==> config.mk <==
export PLATFORM = sky130hd
export DESIGN_NAME = factorial_batch_dispatcher
export DESIGN_NICKNAME = d
export VERILOG_FILES = /design/src/rtl/factorial_batch_dispatcher_pkg.sv /design/src/rtl/fact_result_fifo.sv /design/src/rtl/factorial_batch_dispatcher.sv
export SDC_FILE = /design/constraint.sdc
export NUM_CORES = 1
export LEC_CHECK = 0
export CAP_MARGIN = 20
export CORE_MARGIN = 5
export CORE_UTILIZATION = 47
export DETAILED_ROUTE_END_ITERATION = 12
export HOLD_SLACK_MARGIN = 0.12
export PLACE_DENSITY = 0.76
export SYNTH_ARGS = -nofsm -noshare
export SYNTH_HDL_FRONTEND = slang
export SYNTH_SLANG_ARGS = --single-unit
==> constraint.sdc <==
create_clock -name clock -period 3 [get_ports clock]
set_input_delay 0.6 -clock clock [delete_from_list [all_inputs] [get_ports clock]]
set_output_delay 0.6 -clock clock [all_outputs]
set_load 0.02 [all_outputs]
==> src/rtl/factorial_batch_dispatcher_pkg.sv <==
// Shared types and defaults for the factorial batch dispatcher.
// FSM state encoding and result FIFO entry sizing.
package factorial_batch_dispatcher_pkg;

  typedef enum logic [2:0] {
    S_IDLE,
    S_ISSUE,
    S_WAIT,
    S_CAPT,
    S_DONE
  } state_t;

  localparam int WIDTH_DEF     = 32;
  localparam int CNT_W_DEF     = 8;
  localparam int DEPTH_DEF     = 4;
  localparam int OVF_LIMIT_DEF = 13;

  // Each FIFO entry carries the overflow tag above the result bits.
  function automatic int entry_w(input int w);
    return w + 1;
  endfunction

endpackage

==> src/rtl/fact_result_fifo.sv <==
// Synchronous result FIFO with extra-bit pointers.
// Simultaneous push/pop both take effect; pop on empty is ignored.
module fact_result_fifo #(
  parameter int WIDTH = 33,
  parameter int DEPTH = 4,
  localparam int AW = $clog2(DEPTH)
) (
  input  logic             clock,
  input  logic             reset,
  input  logic             push,
  input  logic [WIDTH-1:0] push_data,
  input  logic             pop,
  output logic [WIDTH-1:0] head,
  output logic [AW:0]      count,
  output logic             full,
  output logic             empty
);

  localparam logic [AW:0] DEPTH_C = (AW+1)'(DEPTH);

  logic [WIDTH-1:0] mem [DEPTH];
  logic [AW:0]      wptr;
  logic [AW:0]      rptr;
  logic             do_push;
  logic             do_pop;

  assign count   = wptr - rptr;
  assign empty   = (wptr == rptr);
  assign full    = (count == DEPTH_C);
  assign do_pop  = pop & ~empty;
  assign do_push = push & (~full | do_pop);
  assign head    = mem[rptr[AW-1:0]];

  always_ff @(posedge clock) begin
    if (do_push) begin
      mem[wptr[AW-1:0]] <= push_data;
    end
  end

  always_ff @(posedge clock or posedge reset) begin
    if (reset) begin
      wptr <= '0;
      rptr <= '0;
    end else begin
      if (do_push) begin
        wptr <= wptr + (AW+1)'(1);
      end
      if (do_pop) begin
        rptr <= rptr + (AW+1)'(1);
      end
    end
  end

endmodule

==> src/rtl/factorial_batch_dispatcher.sv <==
// Issues a batch of factorial jobs one at a time to the engine
// and collects tagged results into a FIFO drained by MMIO.
module factorial_batch_dispatcher
  import factorial_batch_dispatcher_pkg::*;
#(
  parameter int WIDTH     = WIDTH_DEF,
  parameter int CNT_W     = CNT_W_DEF,
  parameter int DEPTH     = DEPTH_DEF,
  parameter int OVF_LIMIT = OVF_LIMIT_DEF
) (
  input  logic             clock,
  input  logic             reset,
  input  logic             cmd_valid,
  output logic             cmd_ready,
  input  logic [WIDTH-1:0] cmd_base,
  input  logic [CNT_W-1:0] cmd_count,
  output logic             eng_in_valid,
  input  logic             eng_in_ready,
  output logic [WIDTH-1:0] eng_x,
  input  logic             eng_out_valid,
  output logic             eng_out_ready,
  input  logic [WIDTH-1:0] eng_factorial,
  output logic             res_valid,
  input  logic             res_ready,
  output logic [WIDTH-1:0] res_data,
  output logic             res_ovf,
  output logic             busy,
  output logic             done
);

  localparam int EW = entry_w(WIDTH);
  localparam int AW = $clog2(DEPTH);
  localparam logic [WIDTH-1:0] OVF_X = WIDTH'(OVF_LIMIT);

  state_t           state;
  logic [WIDTH-1:0] cur_x;
  logic [CNT_W-1:0] remaining;
  logic             ovf_pend;

  logic [EW-1:0]    fifo_head;
  logic [AW:0]      fifo_count;
  logic             fifo_full;
  logic             fifo_empty;
  logic             push;

  assign cmd_ready     = (state == S_IDLE);
  assign busy          = (state != S_IDLE);
  assign done          = (state == S_DONE);
  assign eng_out_ready = (state == S_WAIT);
  assign eng_x         = cur_x;
  assign push          = (state == S_CAPT);

  // A free slot at issue time is the reservation for this job's result.
  assign eng_in_valid  = (state == S_ISSUE) & ~fifo_full;

  assign res_valid = (fifo_count != '0);
  assign {res_ovf, res_data} = fifo_empty ? '0 : fifo_head;

  fact_result_fifo #(
    .WIDTH (EW),
    .DEPTH (DEPTH)
  ) u_fifo (
    .clock     (clock),
    .reset     (reset),
    .push      (push),
    .push_data ({ovf_pend, eng_factorial}),
    .pop       (res_ready),
    .head      (fifo_head),
    .count     (fifo_count),
    .full      (fifo_full),
    .empty     (fifo_empty)
  );

  always_ff @(posedge clock or posedge reset) begin
    if (reset) begin
      state     <= S_IDLE;
      cur_x     <= '0;
      remaining <= '0;
      ovf_pend  <= 1'b0;
    end else begin
      unique case (state)
        S_IDLE: begin
          if (cmd_valid) begin
            cur_x     <= cmd_base;
            remaining <= cmd_count;
            state     <= (cmd_count == '0) ? S_DONE : S_ISSUE;
          end
        end
        S_ISSUE: begin
          if (eng_in_valid && eng_in_ready) begin
            ovf_pend <= (cur_x >= OVF_X);
            state    <= S_WAIT;
          end
        end
        S_WAIT: begin
          if (eng_out_valid) begin
            state <= S_CAPT;
          end
        end
        S_CAPT: begin
          cur_x     <= cur_x + WIDTH'(1);
          remaining <= remaining - CNT_W'(1);
          state     <= (remaining == CNT_W'(1)) ? S_DONE : S_ISSUE;
        end
        S_DONE: begin
          state <= S_IDLE;
        end
        default: begin
          state <= S_IDLE;
        end
      endcase
    end
  end

endmodule

==> out/qor.txt <==
status = finished clean
global-route met3 utilization = 3.79%
CTS tree = built
DR DRC count = 0
max cap viols = 0
post-DR wirelength/cell = 19.6 um
final setup fails = 0
Worst EP arrival = 2290 ps
Max Slew Vio Count = 0
die width = 141 um
# hold bufs at CTS = 0
Mapped Cells = 545
Net Count, Synth = 635
GR Util met1 = 24.6%
critical path's slowest cell = dfrtp_1
R2R cell count = 6
Antenna Nets Post-Route = 0
DR iter-0 viols = 379
Hold Crit Depth = 1
CP max stage delay = 410 ps
area of the core = 16700 um2
share of layout cells above drive strength 1 = 14.0%
Post-CTS Setup Bufs = 0
Root Buffer = clkbuf_16
critical path endpoint category = output pin
Startpoint Class = flop
PortBufs = 148
Slew HR = 40.0%
Worst-Margin Slew = 900 ps
TritonCTS Buffers = 17
largest net degree at the start of global routing = 36
Reg power frac = 36.0%
Starting Density = 48.1%
Total Nets Final = 784
critical path required time = 2400 ps
Via density = 5.77
Final GP Congestion = 0.884
Internal = 6.57 mW
final setup skew = 9.27 ps
clk_lat worst skew = 430 ps
Syn Area/Cell = 14.8 um2
VDD IR max = 540 uV
All-Layer GR Usage = 18.7%
Worst-path clk slew = 60 ps
Pre-Repair DR Iteration Count = 5
Reg-to-Reg End = u_fifo.mem[3][10]$_DFFE_PP_
clk buf depth = 2
ys flop type = edfxtp_1
commonest non-fill, non-tap cells in the layout = edfxtp_1 (132), clkdlybuf4s50_1 (113), dfrtp_1 (49)
grt met2 use = 30.5%
WHS Endpoint = u_fifo.rptr[2]$_DFFE_PP0P_
f_max = 0.346 GHz
post-synthesis sequential area ratio = 64.9%
Via Count = 5351
post-synth cell types = 57
Post-synth EDFFs = 132
first-pass GRT wire length = 28.9 mm
number of global-route vias before repair = 5557
ys async rst share = 27.5%
Die Area = 19800 um2
switching power = 4.09 mW
Pleak = 3.65 nW
clock network fraction of design power = 19.3%
Post-Route WL = 18.2 mm
antenna violations before repair = 1
post-DP HPWL = 12.4 mm
crit-path max FO = 4
H-tree depth = 4
RSZ-0062 raised after global routing = no
final hold violation count = 0
Post-Syn Area = 8040 um2
CP cell instances = inv_1, ha_1, nor2b_2, xnor2_1, a311oi_2, dlygate4sd2_1
Worst R2R Start = u_fifo.wptr[0]$_DFFE_PP0P_
most common cell after layout, fill and taps aside = edfxtp_1
flop2flop setup slack = 510 ps
Hold Path Class = reg -> reg
Switching Share = 38.4%
clock net sink count = 182
YS warnings = 0
worst hold start = u_fifo.rptr[2]$_DFFE_PP0P_
total power = 10.7 mW
crit path kind = reg -> out
fin crit period = 2890 ps
FP Rows = 47
grt ovf = 0
GR peak layer = met2
Die Span Y = 141 um
post-synthesis sequential element count = 182
Gate power share = 44.6%
io pins = 149
Layout area overhead = 28.1%
final period utilization = 96.4%
setup TNS = 0 ps
power density over the cells = 1040 nW/um2
metal layers:
metal / part of all wire [%] / routed length, um / up-vias
met1: 42 / 7600 / 2648
met5: 0 / 0 / -
li1: - / - / 2453
met2: 49 / 8990 / 215
met4: 2.5 / 450 / 0
met3: 6.5 / 1180 / 35
how the worst max path moves through the flow:
stage | from | end | slack (ps) | cells past startpoint
global route | u_fifo.wptr[0]$_DFFE_PP0P_ | eng_in_valid | 20 | 6
detailed placement | u_fifo.wptr[0]$_DFFE_PP0P_ | eng_in_valid | 190 | 6
CTS | u_fifo.wptr[0]$_DFFE_PP0P_ | res_valid | 0.08 | 6
finish | u_fifo.wptr[0]$_DFFE_PP0P_ | eng_in_valid | 110 | 6
global placement | u_fifo.wptr[0]$_DFFE_PP0P_ | eng_in_valid | 230 | 6
floorplan | u_fifo.rptr[1]$_DFFE_PP0P_ | u_fifo.mem[3][0]$_DFFE_PP_ | 50 | 8
timing repair:
item	in CTS	in global routing
endpoints found under the hold margin	0	0
endpoints found under the setup margin	35	2
resized for setup	35	2
state kept, by name, indices dropped and copies added, names as in the netlist:
register	count
u_fifo.rptr	3
u_fifo.mem	132
u_fifo.wptr	3
eng_x	32
ovf_pend	1
state	3
remaining	8
Yosys cell counts (3+ instances only):
cell / number / area [um2]
and3_1: 9 / 56.3
o22ai_1: 4 / 25.0
inv_1: 11 / 41.3
dfrtp_1: 50 / 1250
buf_2: 6 / 30.0
clkbuf_1: 20 / 75.1
or4_1: 3 / 22.5
a311oi_1: 12 / 105
nand3_1: 15 / 75.1
or3_1: 3 / 18.8
mux4_2: 33 / 743
o311ai_0: 6 / 52.6
o211ai_1: 8 / 60.1
nor3_2: 3 / 30.0
and4_1: 5 / 43.8
and2_1: 7 / 43.8
nor4_1: 10 / 62.6
or2_2: 4 / 25.0
ha_1: 12 / 150
nor2_1: 28 / 105
o21ai_0: 8 / 40.0
nor3_1: 9 / 45.0
nand4_1: 5 / 31.3
edfxtp_1: 132 / 3960
nand2b_1: 4 / 25.0
nor2b_1: 34 / 213
nand2_1: 35 / 131
a21oi_1: 14 / 70.1
a211oi_1: 14 / 105
xnor2_1: 5 / 43.8
a31oi_1: 3 / 18.8
power by group through the flow:
stage | registers (mW) | clock network [mW] | logic, mW
final | 3.84 | 2.06 | 4.76
after global routing | 3.91 | 2.21 | 5.14
after CTS | 3.83 | 2.10 | 4.81
after detailed placement | 3.87 | 0 | 5.11
after global placement | 3.83 | 0 | 5.00
after floorplan | 3.97 | 0 | 2.78
per-stage QoR:
| stage | cells | worst slack [ps] | hold WS [ps] | cell area, um2 | util [%] |
|---|---|---|---|---|---|
| finish | 928 | 109 | 502 | 10300 | 61.7 |
| global route | 928 | 19.5 | 523 | 10300 | 61.7 |
| CTS | 927 | 0.0848 | 501 | 10300 | 61.6 |
| detailed placement | 895 | 189 | 489 | 9790 | 58.6 |
| global placement | 895 | 234 | 477 | 9790 | 58.6 |
| floorplan | 545 | 53.3 | 462 | 8040 | - |
worst max-delay path: cells and delay by family (launching register included):
family	cells	cell delay [ps]
compound gates	1	360
xor+xnor	1	150
fa+ha+maj	1	190
buf+inv	2	540
flops	1	410
simple gates	1	210
layout make-up:
class / count / area (um2)
diodes: 1 / 2.50
clock buffers: 22 / 444
clock inverters: 10 / 97.6
fillers: 1244 / 6400
inverters: 11 / 41.3
multi-input cells: 324 / 2680
flip-flops and latches: 182 / 5220
well taps: 220 / 275
repair buffers: 158 / 1540
kinds of logic (layout without fill, tap and decap cells):
group | after synthesis | count (layout) | synth area share, %
muxes | 35 | 35 | 9.52
and+or+nand+nor | 187 | 187 | 13.4
other | 0 | 1 | 0
AOI/OAI and AO/OA | 84 | 84 | 7.72
xor gates and xnor gates | 6 | 6 | 0.653
buffers and inverters | 39 | 201 | 1.98
adders and majority gates | 12 | 12 | 1.87
DFF | 182 | 182 | 64.9
Power figures use the tool's default switching activity.
